==> config.mk <==
export PLATFORM = sky130hd
export DESIGN_NAME = serial_word_adder
export DESIGN_NICKNAME = d
export VERILOG_FILES = /design/src/rtl/serial_word_adder_pkg.sv /design/src/rtl/nbit_slice_adder.sv /design/src/rtl/serial_word_adder.sv
export SDC_FILE = /design/constraint.sdc
export NUM_CORES = 1
export LEC_CHECK = 0
export ABC_AREA = 1
export BUFFER_PORTS_ARGS = -buffer_cell sky130_fd_sc_hd__buf_2
export CORE_ASPECT_RATIO = 0.6
export CORE_MARGIN = 1
export CORE_UTILIZATION = 35
export CTS_BUF_LIST = sky130_fd_sc_hd__clkbuf_8
export DETAILED_ROUTE_END_ITERATION = 10
export PLACE_DENSITY_LB_ADDON = 0.1
export SLEW_MARGIN = 25
export SYNTH_ARGS = -nofsm -noshare
export SYNTH_HDL_FRONTEND = slang
export SYNTH_SLANG_ARGS = --single-unit
==> constraint.sdc <==
create_clock -name clk_in -period 4.4 [get_ports clk_in]
set_input_delay 0.88 -clock clk_in [delete_from_list [all_inputs] [get_ports clk_in]]
set_output_delay 0.88 -clock clk_in [all_outputs]
set_load 0.01 [all_outputs]
==> src/rtl/serial_word_adder_pkg.sv <==
`default_nettype none
// ============================================================================
//  Module      : serial_word_adder_pkg
//  Description : Shared state encoding and count-width helper for the
//                serial wide-word adder/subtractor.
//  Revision    : 1.0 - initial release
// ============================================================================
package serial_word_adder_pkg;

    localparam int c_st_w = 2;

    localparam logic [c_st_w-1:0] c_st_idle = 2'd0;
    localparam logic [c_st_w-1:0] c_st_run  = 2'd1;
    localparam logic [c_st_w-1:0] c_st_done = 2'd2;

    // Slice counter must be able to represent 0..WORDS.
    function automatic int cnt_width(input int words);
        return $clog2(words + 1);
    endfunction

endpackage
`default_nettype wire

==> src/rtl/nbit_slice_adder.sv <==
`default_nettype none
// ============================================================================
//  Module      : nbit_slice_adder
//  Description : Purely combinational N-bit adder slice with carry in/out.
//  Revision    : 1.0 - initial release
// ============================================================================
module nbit_slice_adder #(
    parameter int N = 4
) (
    input  logic [N-1:0] i_a,
    input  logic [N-1:0] i_b,
    input  logic         i_cin,
    output logic [N-1:0] o_sum,
    output logic         o_cout
);

    assign {o_cout, o_sum} = {1'b0, i_a} + {1'b0, i_b} + {{N{1'b0}}, i_cin};

endmodule
`default_nettype wire

==> src/rtl/serial_word_adder.sv <==
`default_nettype none
// ============================================================================
//  Module      : serial_word_adder
//  Description : Wide add/subtract sequenced one N-bit slice per clock,
//                LSB slice first, with a registered result and done pulse.
//  Revision    : 1.0 - initial release
// ============================================================================
module serial_word_adder
    import serial_word_adder_pkg::*;
#(
    parameter int N     = 4,
    parameter int WORDS = 4
) (
    input  logic                 clk_in,
    input  logic                 rst_in,
    input  logic                 start_in,
    input  logic                 sub_in,
    input  logic [N*WORDS-1:0]   a_in,
    input  logic [N*WORDS-1:0]   b_in,
    output logic                 busy_out,
    output logic                 done_out,
    output logic [N*WORDS-1:0]   sum_out,
    output logic                 carry_out
);

    localparam int W  = N * WORDS;
    localparam int CW = cnt_width(WORDS);
    localparam logic [CW-1:0] c_cnt_last = CW'(WORDS - 1);

    logic [c_st_w-1:0] r_state;
    logic [c_st_w-1:0] w_state_nxt;
    logic              w_accept;
    logic              w_last;

    logic [W-1:0]      r_a_sh;
    logic [W-1:0]      r_b_sh;
    logic [W-1:0]      r_acc_sh;
    logic              r_carry;
    logic [CW-1:0]     r_cnt;
    logic [W-1:0]      r_sum;
    logic              r_carry_out;

    logic [N-1:0]      w_slice_sum;
    logic              w_slice_cout;

    nbit_slice_adder #(
        .N (N)
    ) u_slice (
        .i_a    (r_a_sh[N-1:0]),
        .i_b    (r_b_sh[N-1:0]),
        .i_cin  (r_carry),
        .o_sum  (w_slice_sum),
        .o_cout (w_slice_cout)
    );

    // DONE accepts a new start exactly like IDLE, so back-to-back ops have no bubble.
    always_comb begin
        w_state_nxt = r_state;
        w_accept    = 1'b0;
        w_last      = 1'b0;
        case (r_state)
            c_st_idle: begin
                if (start_in) begin
                    w_accept    = 1'b1;
                    w_state_nxt = c_st_run;
                end
            end
            c_st_run: begin
                if (r_cnt == c_cnt_last) begin
                    w_last      = 1'b1;
                    w_state_nxt = c_st_done;
                end
            end
            c_st_done: begin
                if (start_in) begin
                    w_accept    = 1'b1;
                    w_state_nxt = c_st_run;
                end else begin
                    w_state_nxt = c_st_idle;
                end
            end
            default: begin
                w_state_nxt = c_st_idle;
            end
        endcase
    end

    always_ff @(posedge clk_in) begin
        if (rst_in) begin
            r_state <= c_st_idle;
        end else begin
            r_state <= w_state_nxt;
        end
    end

    // Subtract is A + ~B + 1: invert B at load and seed the carry chain with 1.
    always_ff @(posedge clk_in) begin
        if (rst_in) begin
            r_a_sh      <= '0;
            r_b_sh      <= '0;
            r_acc_sh    <= '0;
            r_carry     <= 1'b0;
            r_cnt       <= '0;
            r_sum       <= '0;
            r_carry_out <= 1'b0;
        end else if (w_accept) begin
            r_a_sh  <= a_in;
            r_b_sh  <= sub_in ? ~b_in : b_in;
            r_carry <= sub_in;
            r_cnt   <= '0;
        end else if (r_state == c_st_run) begin
            r_acc_sh <= {w_slice_sum, r_acc_sh[W-1:N]};
            r_a_sh   <= r_a_sh >> N;
            r_b_sh   <= r_b_sh >> N;
            r_carry  <= w_slice_cout;
            r_cnt    <= r_cnt + 1'b1;
            if (w_last) begin
                r_sum       <= {w_slice_sum, r_acc_sh[W-1:N]};
                r_carry_out <= w_slice_cout;
            end
        end
    end

    assign busy_out  = (r_state == c_st_run);
    assign done_out  = (r_state == c_st_done);
    assign sum_out   = r_sum;
    assign carry_out = r_carry_out;

endmodule
`default_nettype wire
# Word-level counts from Yosys, hierarchy flattened
# Index checks and enable logic that the tools add are counted.
dict set report op_classes {
  add_sub_neg 3
  n_eq_ne 5
  mux 15
  bitwise_logic 2
  n_reduce_logical 7
}
# cell n
set ops {}
lappend ops {{16-bit 2-to-1 mux} 5}
lappend ops {{16-bit NOT} 1}
lappend ops {{1-bit 2-to-1 mux} 7}
lappend ops {{2-bit one-hot mux with 3 select lines} 1}
lappend ops {{4-bit by 4-bit adder with 5-bit output} 1}
lappend ops {{5-bit by 1-bit adder with 5-bit output} 1}
lappend ops {{2-bit 2-to-1 mux} 2}
lappend ops {{2-bit AND reduction} 2}
lappend ops {{2-bit OR reduction} 2}
lappend ops {{3-bit by 1-bit adder with 3-bit output, second input constant} 1}
lappend ops {{3-bit by 2-bit == test with 1-bit output, second input constant} 1}
lappend ops {{3-bit AND reduction} 1}
lappend ops {{2-bit by 1-bit == test with 1-bit output, second input constant} 1}
lappend ops {{2-bit == test, second input constant} 1}
lappend ops {{2-bit logical NOT} 1}
lappend ops {{2-bit by 1-bit inequality test with 1-bit output, second input constant} 1}
lappend ops {{2-bit inequality test, second input constant} 1}
lappend ops {{2-bit nonzero test} 1}
lappend ops {{1-bit NOT} 1}
dict set report word_totals {
  register_bits 71
  in_bits 36
  output_inout_bits 19
}

# Longest topological paths before layout
dict set report logic_depth {
  word_depth 5
  depth_mapped 8
  mapped_depth_nobuf 8
}

# Cells and area by module
# A second synthesis with hierarchy kept.
dict set report unflattened {
  cells_unflattened 439
  hier_area_um2 3208.1
}
# mod n_inst cells_per_inst area_per_inst_um2 seq_area_each_um2
set modules_own_cells {}
lappend modules_own_cells {serial_word_adder 1 414 3042.9 1341.3}
lappend modules_own_cells {nbit_slice_adder 1 25 165.2 0.0}

# Worst setup path before layout
# OpenSTA, ideal clock, no wires.
dict set report synth_timing {
  path_type {input port to flip-flop}
  start {input port rst_in}
  end {register r_acc_sh[4]}
  arrival_time_ns 1.602
  required_time_ns 4.336
  slack_ns 2.734
  path_stages 6
  path_cell_list {buf_2 inv_1 buf_2 buf_2 o21ai_0 nor2_1}
}
# element line_no
set synth_lines {}
lappend synth_lines {{start: declaration} serial_word_adder.sv:15} ;# input logic rst_in,
lappend synth_lines {{end signal: assignment} serial_word_adder.sv:112} ;# r_acc_sh <= {w_slice_sum, r_acc_sh[W-1:N]};
lappend synth_lines {{end: declaration} serial_word_adder.sv:37} ;# logic [W-1:0] r_acc_sh;

# Worst setup path after layout
dict set report layout_timing {
  start {register r_state[1]}
  end {output port busy_out}
}
dict set report layout_between {
  elab_chain_len 1
}
# element line_no
set layout_lines {}
lappend layout_lines {{start: declaration} serial_word_adder.sv:30} ;# logic [c_st_w-1:0] r_state;
lappend layout_lines {{start signal: assignment} serial_word_adder.sv:90} ;# r_state <= c_st_idle;
lappend layout_lines {{start signal: assignment} serial_word_adder.sv:92} ;# r_state <= w_state_nxt;
lappend layout_lines {{2-bit by 1-bit == test with 1-bit output} serial_word_adder.sv:124} ;# assign busy_out = (r_state == c_st_run);
lappend layout_lines {{end: declaration} serial_word_adder.sv:20} ;# output logic busy_out,
# Every way passes these cells.

==> impl_metrics.py <==
metrics = {
    "outcome": {
        "status": "finished clean",
    },
    "timing": {
        "worst_slew_pin_slew_ns": 0.618,
        "relSlewSlack_pct": 58.7,
        "finalHoldViolations": 0,
        "slew_viol_final": 0,
        "setup-tns-final_ns": 0,
        "setup_violations": 0,
        "rsz0062_at_grt": "false",
        "timing.final.ws_setup_ns": 1.79,
        "fin_crit_ns": 2.61,
        "min_period_over_period_pct": 59.3,
        "clock_skew_ns": 0.00569,
        "max_freq_mhz": 383,
    },
    "power": {
        "leakage_nw": 1.62,
        "finalPower_w": 0.00138,
        "peakVddDrop_mv": 0.187,
        "pwr-share-clk_pct": 38.4,
        "pwr-share-seq_pct": 48.5,
        "power.share.combinational_pct": 13.1,
        "switching_share_pct": 26.5,
        "power_switching_w": 0.000365,
        "p_int_w": 0.00101,
        "power_density_nw_per_um2": 403,
    },
    "place": {
        "place_inst": 542,
        "io_buffers": 54,
        "place_congestion": 0.725,
        "dp_slack_ns": 1.77,
        "dp_hpwl_mm": 4.80,
        "place_area_um2": 3210,
    },
    "route": {
        "finalWirelength_mm": 7.21,
        "postRouteAntennaNets": 0,
        "num_vias": 2590,
        "drt-pass1-iter-count": 4,
        "wl_per_cell_um": 12.9,
        "drcViolationCount": 0,
        "drt_iter0_drc": 122,
        "viasPerCell": 4.64,
    },
    "setup_path": {
        "worstPathMaxFanout": 35,
        "cp_slowest_stage_delay_ns": 0.51,
        "crit_path_cell_trace": "inv_2 -> nand2_4 -> inv_2 -> buf_2",
        "critPathSlowestCell": "inv_2",
        "critPathRequiredTime_ns": 3.52,
        "start_kind": "flip-flop",
        "crit_path_frequent_cell": "inv_2",
        "cp_data_arrival_time_ns": 1.73,
        "endpoint_kind": "output port",
        "critical_path_class": "reg2out",
    },
    "logic_synthesis": {
        "syn_nets": 445,
        "ys_async_sr_fraction_pct": 0,
        "synth_area_leader_cell": "dfxtp_1",
        "synth_top_area_share_pct": 45.8,
        "synth_flop_cell": "dfxtp_1",
        "ys_ff_latch": 67,
        "synth_most_common_cell": "nand2_1",
        "synth_area_um2": 2930,
        "synth.distinct_cells": 24,
        "yosysSeqAreaShare_pct": 45.8,
        "netlist_top_cells_count": "nand2_1, dfxtp_1, nor2_1",
        "syn_inst": 402,
        "ys_warn_count": 0,
        "avgSynthCellArea_um2": 7.28,
        "synth_edf_count": 0,
        "synth_area_leaders": "dfxtp_1, nand2_1, nor2_1",
    },
    "grt": {
        "grt_overflow_total": 0,
        "grt_usage_pct": 18.0,
        "grt_pass1_wl_mm": 11.8,
        "antenna_found_initial": 0,
        "use_met1_pct": 25.8,
        "grtUsageMet2_pct": 24.3,
        "top_usage_layer": "met1",
        "grt_max_degree": 41,
        "grtUsageMet3_pct": 6.33,
        "grt_pass1_vias": 2333,
    },
    "flow_run": {
        "max_cap_violations": 0,
    },
    "layout": {
        "layout.cells.non_filler": 558,
        "area_delta_synth_final_pct": 16.8,
        "antennaDiodeCount": 0,
        "drive_gt1_share_pct": 17.8,
        "stdcell_area_um2": 3420,
        "nNetsFinal": 488,
    },
    "cts": {
        "cts_made_buffers": 9,
        "cts_setup_buffers": 0,
        "cts.hold.buffers_added": 0,
        "cts-root-buf": "clkbuf_8",
        "clkLatencyLatePin_ns": 0.36,
        "cts_buffer_depth": 2,
        "numClockSinks": 67,
        "path_clk_slew_ns": 0.07,
        "htreeDepth": 3,
        "cts_tree": "built",
        "cts_resized": 0,
    },
    "floorplan": {
        "core_um2": 7980,
        "die_y_um": 72.8,
        "pin_count": 55,
        "fp.dieArea_um2": 8750,
        "rows": 25,
        "die_w_um": 120,
        "start_util_pct": 36.7,
    },
    "worst_hold_path": {
        "hp-class": "reg2reg",
    },
}
-- layout make-up --
class / count / area [µm²]
fillers: 866 / 4560
repair buffers: 54 / 270
clock inverters: 4 / 41.3
flip-flops and latches: 67 / 1340
multi-input cells: 291 / 1380
clock buffers: 12 / 165
well taps: 108 / 135
inverters: 22 / 83.8
-- power groups by stage --
stage	registers [W]	logic, W	clock network (W)
4_1_cts	0.000668	0.000182	0.000547
2_1_floorplan	0.000675	0.000136	0
3_3_place_gp	0.000681	0.000179	0
3_5_place_dp	0.000681	0.000180	0
6_report	0.000668	0.000180	0.000529
5_1_grt	0.000672	0.000208	0.000572
-- worst max-delay path, delay by kind of cell, from the launching register on --
family                 cells  cell delay, ns
buffers and inverters      3            0.85
flip-flops                 1            0.37
AND/OR/NAND/NOR            1            0.15
-- layer usage --
layer  up-vias  wire length, µm  share of wire, %
li1       1370                -                 -
met1      1146             4040                56
met2        63             2660                37
met3        11              403               5.6
met4         0              100               1.4
met5         -                0                 0
-- cell usage in the layout (no fill, tap or decap) --
cell and instances:
nor3_1 8, inv_1 18, or2_2 3, clkbuf_8 12, nand3_1 19, nor2_1 52
xnor2_1 10, clkinv_2 1, o21ai_0 32, a211oi_1 2, fa_1 2, nor2_2 1
a21oi_1 33, dfxtp_1 67, xor2_1 2, ha_1 5, buf_2 54, o211ai_1 1
nand2_4 2, o21a_1 1, bufinv_16 1, inv_2 6, nand2_1 118
-- sequential cells by signal, summed over array words and instances (netlist names) --
signal	flops
r_a_sh	16
r_state	2
r_b_sh	16
r_acc_sh	12
r_carry	1
carry_out	1
r_cnt	3
sum_out	16
-- stage by stage --
step | hold WS (ns) | utilization (%)
finish | 0.463 | 42.9
global route | 0.486 | 42.9
CTS | 0.463 | 42.9
detailed placement | 0.455 | 40.3
global placement | 0.450 | 40.3
floorplan | 0.430 | -
-- cells by family (layout without fill, tap and decap cells) --
logic type / Yosys count / in the layout / synth area share (%)
simple gates: 203 / 203 / 28.0
compound gates: 69 / 69 / 12.1
flops: 67 / 67 / 45.8
buf+inv: 44 / 92 / 6.92
xor+xnor: 12 / 12 / 3.59
fa+ha+maj: 7 / 7 / 3.50
-- final timing paths --
kind         startpoint         end  slack (ns)  depth (start not counted)
min          r_b_sh[13]  r_b_sh[13]        0.46                          2
max reg2reg  r_state[0]   r_b_sh[8]        2.49                          8
max          r_state[1]    busy_out        1.79                          4
min reg2reg  r_b_sh[13]  r_b_sh[13]        0.46                          2
(Power assumes the default switching activity.)
